### src/rtl/axi4lite_reg_station_fifo.sv
`default_nettype none
// ============================================================================
// axi4lite_reg_station_fifo
// Five-channel AXI4-Lite register station: one FIFO per channel, an
// outstanding-transaction limiter for each direction, and a SLVERR override
// on responses.
// Revision: 1.0
// ============================================================================

module axi4lite_reg_station_fifo_chan #(
  parameter int W     = 8,
  parameter int DEPTH = 2
) (
  input  logic         clk,
  input  logic         rst,
  input  logic         enable,
  input  logic         in_valid,
  input  logic [W-1:0] in_data,
  output logic         in_ready,
  output logic         out_valid,
  output logic [W-1:0] out_data,
  input  logic         out_ready
);
  localparam int PW = $clog2(DEPTH);
  localparam int CNTW = PW + 1;
  localparam logic [CNTW-1:0] FULL = CNTW'(DEPTH);

  logic [W-1:0]    mem [DEPTH];
  logic [PW-1:0]   wr_ptr;
  logic [PW-1:0]   rd_ptr;
  logic [CNTW-1:0] count;
  logic            push;
  logic            pop;

  // Readiness comes only from the registered count, never from in_valid.
  assign in_ready  = enable && (count != FULL);
  assign out_valid = (count != '0);
  assign out_data  = mem[rd_ptr];
  assign push      = in_valid && in_ready;
  assign pop       = out_valid && out_ready;

  always_ff @(posedge clk or posedge rst) begin
    if (rst) begin
      wr_ptr <= '0;
      rd_ptr <= '0;
      count  <= '0;
      for (int i = 0; i < DEPTH; i++) mem[i] <= '0;
    end else begin
      if (push) begin
        mem[wr_ptr] <= in_data;
        wr_ptr      <= wr_ptr + 1'b1;
      end
      if (pop) rd_ptr <= rd_ptr + 1'b1;
      case ({push, pop})
        2'b10:   count <= count + CNTW'(1);
        2'b01:   count <= count - CNTW'(1);
        default: count <= count;
      endcase
    end
  end
endmodule

module axi4lite_reg_station_fifo #(
  parameter int ADDR_WIDTH      = 32,
  parameter int DATA_WIDTH      = 32,
  parameter int DEPTH           = 2,
  parameter int MAX_OUTSTANDING = 4
) (
  input  logic                              aclk,
  input  logic                              areset,
  input  logic                              err_write_i,
  input  logic                              err_read_i,
  input  logic [ADDR_WIDTH-1:0]             s_axi_awaddr,
  input  logic [2:0]                        s_axi_awprot,
  input  logic                              s_axi_awvalid,
  output logic                              s_axi_awready,
  input  logic [DATA_WIDTH-1:0]             s_axi_wdata,
  input  logic [DATA_WIDTH/8-1:0]           s_axi_wstrb,
  input  logic                              s_axi_wvalid,
  output logic                              s_axi_wready,
  output logic [1:0]                        s_axi_bresp,
  output logic                              s_axi_bvalid,
  input  logic                              s_axi_bready,
  input  logic [ADDR_WIDTH-1:0]             s_axi_araddr,
  input  logic [2:0]                        s_axi_arprot,
  input  logic                              s_axi_arvalid,
  output logic                              s_axi_arready,
  output logic [DATA_WIDTH-1:0]             s_axi_rdata,
  output logic [1:0]                        s_axi_rresp,
  output logic                              s_axi_rvalid,
  input  logic                              s_axi_rready,
  output logic [ADDR_WIDTH-1:0]             m_axi_awaddr,
  output logic [2:0]                        m_axi_awprot,
  output logic                              m_axi_awvalid,
  input  logic                              m_axi_awready,
  output logic [DATA_WIDTH-1:0]             m_axi_wdata,
  output logic [DATA_WIDTH/8-1:0]           m_axi_wstrb,
  output logic                              m_axi_wvalid,
  input  logic                              m_axi_wready,
  input  logic [1:0]                        m_axi_bresp,
  input  logic                              m_axi_bvalid,
  output logic                              m_axi_bready,
  output logic [ADDR_WIDTH-1:0]             m_axi_araddr,
  output logic [2:0]                        m_axi_arprot,
  output logic                              m_axi_arvalid,
  input  logic                              m_axi_arready,
  input  logic [DATA_WIDTH-1:0]             m_axi_rdata,
  input  logic [1:0]                        m_axi_rresp,
  input  logic                              m_axi_rvalid,
  output logic                              m_axi_rready,
  output logic [$clog2(MAX_OUTSTANDING+1)-1:0] wr_outstanding_o,
  output logic [$clog2(MAX_OUTSTANDING+1)-1:0] rd_outstanding_o
);
  localparam int CW = $clog2(MAX_OUTSTANDING + 1);
  localparam logic [CW-1:0] MAX_CNT = CW'(MAX_OUTSTANDING);
  localparam int AW_W = ADDR_WIDTH + 3;
  localparam int WD_W = DATA_WIDTH + DATA_WIDTH / 8;
  localparam int RD_W = DATA_WIDTH + 2;

  logic          ready_en;
  logic [CW-1:0] wr_out;
  logic [CW-1:0] rd_out;
  logic          wr_ok, rd_ok;
  logic          aw_fifo_ready, ar_fifo_ready;
  logic          aw_hs, b_hs, ar_hs, r_hs;
  logic [1:0]    b_in, r_resp_in;

  // Holds every ready low until the first clock edge after reset release.
  always_ff @(posedge aclk or posedge areset) begin
    if (areset) ready_en <= 1'b0;
    else        ready_en <= 1'b1;
  end

  assign wr_ok = (wr_out < MAX_CNT);
  assign rd_ok = (rd_out < MAX_CNT);
  assign s_axi_awready = aw_fifo_ready && wr_ok;
  assign s_axi_arready = ar_fifo_ready && rd_ok;
  assign aw_hs = s_axi_awvalid && s_axi_awready;
  assign b_hs  = s_axi_bvalid && s_axi_bready;
  assign ar_hs = s_axi_arvalid && s_axi_arready;
  assign r_hs  = s_axi_rvalid && s_axi_rready;
  assign b_in      = err_write_i ? 2'b10 : m_axi_bresp;
  assign r_resp_in = err_read_i  ? 2'b10 : m_axi_rresp;

  axi4lite_reg_station_fifo_chan #(.W(AW_W), .DEPTH(DEPTH)) u_aw (
    .clk(aclk), .rst(areset), .enable(ready_en),
    .in_valid(s_axi_awvalid && wr_ok), .in_data({s_axi_awprot, s_axi_awaddr}),
    .in_ready(aw_fifo_ready),
    .out_valid(m_axi_awvalid), .out_data({m_axi_awprot, m_axi_awaddr}),
    .out_ready(m_axi_awready)
  );

  axi4lite_reg_station_fifo_chan #(.W(WD_W), .DEPTH(DEPTH)) u_w (
    .clk(aclk), .rst(areset), .enable(ready_en),
    .in_valid(s_axi_wvalid), .in_data({s_axi_wstrb, s_axi_wdata}),
    .in_ready(s_axi_wready),
    .out_valid(m_axi_wvalid), .out_data({m_axi_wstrb, m_axi_wdata}),
    .out_ready(m_axi_wready)
  );

  axi4lite_reg_station_fifo_chan #(.W(2), .DEPTH(DEPTH)) u_b (
    .clk(aclk), .rst(areset), .enable(ready_en),
    .in_valid(m_axi_bvalid), .in_data(b_in), .in_ready(m_axi_bready),
    .out_valid(s_axi_bvalid), .out_data(s_axi_bresp), .out_ready(s_axi_bready)
  );

  axi4lite_reg_station_fifo_chan #(.W(AW_W), .DEPTH(DEPTH)) u_ar (
    .clk(aclk), .rst(areset), .enable(ready_en),
    .in_valid(s_axi_arvalid && rd_ok), .in_data({s_axi_arprot, s_axi_araddr}),
    .in_ready(ar_fifo_ready),
    .out_valid(m_axi_arvalid), .out_data({m_axi_arprot, m_axi_araddr}),
    .out_ready(m_axi_arready)
  );

  axi4lite_reg_station_fifo_chan #(.W(RD_W), .DEPTH(DEPTH)) u_r (
    .clk(aclk), .rst(areset), .enable(ready_en),
    .in_valid(m_axi_rvalid), .in_data({r_resp_in, m_axi_rdata}),
    .in_ready(m_axi_rready),
    .out_valid(s_axi_rvalid), .out_data({s_axi_rresp, s_axi_rdata}),
    .out_ready(s_axi_rready)
  );

  // A retire in the same cycle as an accept leaves the count unchanged.
  always_ff @(posedge aclk or posedge areset) begin
    if (areset) begin
      wr_out <= '0;
      rd_out <= '0;
    end else begin
      case ({aw_hs, b_hs})
        2'b10:   wr_out <= wr_out + CW'(1);
        2'b01:   wr_out <= wr_out - CW'(1);
        default: wr_out <= wr_out;
      endcase
      case ({ar_hs, r_hs})
        2'b10:   rd_out <= rd_out + CW'(1);
        2'b01:   rd_out <= rd_out - CW'(1);
        default: rd_out <= rd_out;
      endcase
    end
  end

  assign wr_outstanding_o = wr_out;
  assign rd_outstanding_o = rd_out;
endmodule

`default_nettype wire
### config.mk
export PLATFORM = sky130hd
export DESIGN_NAME = axi4lite_reg_station_fifo
export DESIGN_NICKNAME = d
export VERILOG_FILES = /design/src/rtl/axi4lite_reg_station_fifo.sv
export SDC_FILE = /design/constraint.sdc
export NUM_CORES = 1
export LEC_CHECK = 0
export ABC_CLOCK_PERIOD_IN_PS = 15300
export BUFFER_PORTS_ARGS = -buffer_cell sky130_fd_sc_hd__buf_2
export CAP_MARGIN = 40
export CORE_UTILIZATION = 58
export CTS_CLUSTER_DIAMETER = 150
export DETAILED_ROUTE_END_ITERATION = 10
export PLACE_DENSITY = 0.91
export REMOVE_ABC_BUFFERS = 1
export SETUP_SLACK_MARGIN = 0.4
export SLEW_MARGIN = 20
export SYNTH_ARGS = -nofsm -noshare
export SYNTH_HDL_FRONTEND = slang
export SYNTH_SLANG_ARGS = --single-unit
### constraint.sdc
create_clock -name aclk -period 15.3 [get_ports aclk]
set_input_delay 2.295 -clock aclk [delete_from_list [all_inputs] [get_ports aclk]]
set_output_delay 2.295 -clock aclk [all_outputs]
set_load 0.05 [all_outputs]
==> flow_summary.toml <==
[layout]
ff_latch_area_um2 = 7782
area_delta_synth_final_pct = 22.02
fill_cells = 1459
multi_input_area_um2 = 5583
layout-drive-gt1-share = 0.6680
final_nets = 1361

[clock_tree]
clock_path_buffers = 3
tritoncts = "done"
clock_latency_ns = 0.55
postCtsResizedCells = 0
h-tree-depth = 1
clock_sinks = 311
cts_made_buffers = 31
cts_setup_buffers = 0
cts_hold_buf = 0
clkTransAtPathRegs_ns = 0.06
clock-root-buffer = "clkbuf_16"

[timing]
timing.final.ws_setup_ns = 10.60
finClkSkew_ns = 0.01451
setup_viol = 0
period_needed_ns = 4.705
worst_slew_pin_slew_ns = 0.9841
fin_crit_sh = 0.3075
hold_viol = 0
totalNegativeSetupSlack_ns = 0
rsz0062_at_grt = "false"
slew_viol_final = 0
slew_headroom = 0.3440
max_freq_mhz = 212.5

[synthesis]
yosysSeqAreaShare = 0.5722
syn_avg_cell_area_um2 = 15.46
yosys.area_share.simple = 0.02658
synth-compound-area-share = 0
netlist_instances = 880
synth_area_leaders = "dfrtp_1 57%, mux2_2 35%, xnor2_1 1.2%"
post-synth-top-area-fraction = 0.5722
netlist_area_um2 = 13600
synth_mux_area_frac = 0.3542
synth_xor_area_frac = 0.01996
synthAdderAreaFrac = 0.009383
synthTopCellsByCount = "419 x mux2_2, 311 x dfrtp_1, 24 x buf_2"
synth_edf_count = 0
synth_ff_type = "dfrtp_1"
ys_ff_latch = 311
postSynth.asyncResetShare = 1.000
synth_top_family_by_area = "multiplexers"
synth_top_area_cell = "dfrtp_1"
ys_types = 31
synth.most_common_cell = "mux2_2"
ys_warn_count = 0

[worst_setup_path]
required_ns = 13.01
cp_max_fo = 20
cp-end-kind = "output port"
criticalPathCategory = "reg -> out"
worst_ep_arrival_time_ns = 2.41
start_kind = "flop"

[floorplanning]
dieHeight_um = 155.1
fp-row-count = 55
dieArea_um2 = 24070
chipWidth_um = 155.1
initial_core_util = 0.5953
pin_count = 314
core_um2 = 22850

[global_route]
grt.total_usage = 0.2463
grt-ovfl-total = 0
grt_pass1_vias = 8872
antenna_found_initial = 2
grt_max_degree = 175
grt_first_pass_wirelength_um = 46990

[outcome]
status = "finished clean"

[route]
vias_per_cell = 5.398
avgRoutedWirePerCell_um = 18.99
wl_um = 29130
vias = 8281
drc = 0
drtPass1Iterations = 6
dr.first_iter.drc_count = 305
ant_nets = 0

[place]
place_ws_ns = 11.19
place_hpwl_um = 19000
place_congestion = 0.7613
io_buffers = 313

[flow_run]
cap_violations = 0

[worst_hold_path]
hold_class = "reg -> reg"
-- stage by stage --
stage | hold WS (ns) | instance area [um2] | utilization | instances
2_1_floorplan | 0.4470 | 13380 | - | 836
3_3_place_gp | 0.4628 | 15460 | 0.6765 | 1475
3_5_place_dp | 0.4692 | 15480 | 0.6777 | 1476
4_1_cts | 0.4799 | 16590 | 0.7263 | 1533
5_1_grt | 0.5082 | 16600 | 0.7265 | 1534
6_report | 0.4849 | 16600 | 0.7265 | 1534
-- critical path: stages, from the launching register on --
cell and delay (ns):
dfrtp_1 0.86, buf_4 0.41, mux2_2 0.38, buf_2 0.21
-- metal layers --
metal | GRT usage | vias up | part of all wire
met5 | 0 | - | 0.00058
met4 | 0.06554 | 2 | 0.021
met3 | 0.06685 | 48 | 0.073
met2 | 0.4294 | 242 | 0.51
met1 | 0.3023 | 4221 | 0.40
li1 | - | 3768 | -
-- state kept, by name (all words and copies together) (netlist names), 2 cells and up --
signal            count
u_w.count             2
u_b.count             2
u_b.mem               4
u_aw.mem             70
u_w.mem              72
wr_outstanding_o      3
u_aw.count            2
rd_outstanding_o      3
u_r.count             2
u_ar.count            2
u_ar.mem             70
u_r.mem              68
-- kinds of logic (layout without fill, tap and decap cells) --
group                    Yosys count  after routing
buffers and inverters             48            388
multiplexers                     428            428
AND/OR/NAND/NOR                   52             52
XOR/XNOR                          31             31
other                              1              2
adder cells (fa/ha/maj)            9              9
flip-flops                       311            311
-- cell usage in the layout (no fill, tap or decap), types with 3 or more instances in the layout --
cell / count
ha_1: 7
dfrtp_1: 311
xor2_1: 13
nand3_1: 5
buf_4: 12
clkbuf_8: 7
clkinv_2: 8
nand2b_1: 4
mux2_1: 8
and2_1: 8
inv_1: 3
xnor2_1: 18
mux2_2: 419
and4b_1: 3
nor2_1: 9
bufinv_16: 6
nor2b_1: 3
clkbuf_1: 5
buf_2: 313
clkbuf_16: 31
or2_2: 7
-- final timing paths --
check / start / endpoint / slack [ns] / depth (start not counted)
max: u_w.rd_ptr$_DFFE_PP0P_ / m_axi_wstrb[2] / 10.60 / 3
min: u_w.count[1]$_DFFE_PP0P_ / u_w.count[1]$_DFFE_PP0P_ / 0.48 / 1
max reg2reg: ready_en$_DFF_PP0_ / rd_outstanding_o[2]$_DFFE_PP0P_ / 12.86 / 8
min reg2reg: u_w.count[1]$_DFFE_PP0P_ / u_w.count[1]$_DFFE_PP0P_ / 0.48 / 1
max in group asynchronous: areset / u_ar.mem[16]$_DFFE_PP0P_ / 12.37 / 3
min in group asynchronous: areset / u_aw.mem[15]$_DFFE_PP0P_ / 1.70 / 2
-- cell type report --
| type | instances | share of cell area |
|---|---|---|
| antenna | 1 | 0.0001508 |
| clock buffer | 43 | 0.05367 |
| clock inverter | 14 | 0.01327 |
| inverter | 4 | 0.001357 |
| multi-input combinational | 521 | 0.3364 |
| sequential | 311 | 0.4689 |
| tap | 313 | 0.02360 |
| timing repair buffer | 327 | 0.1027 |
Power is not shown: default switching activity piles up to over one toggle a cycle in this logic, so the estimate is an artifact.
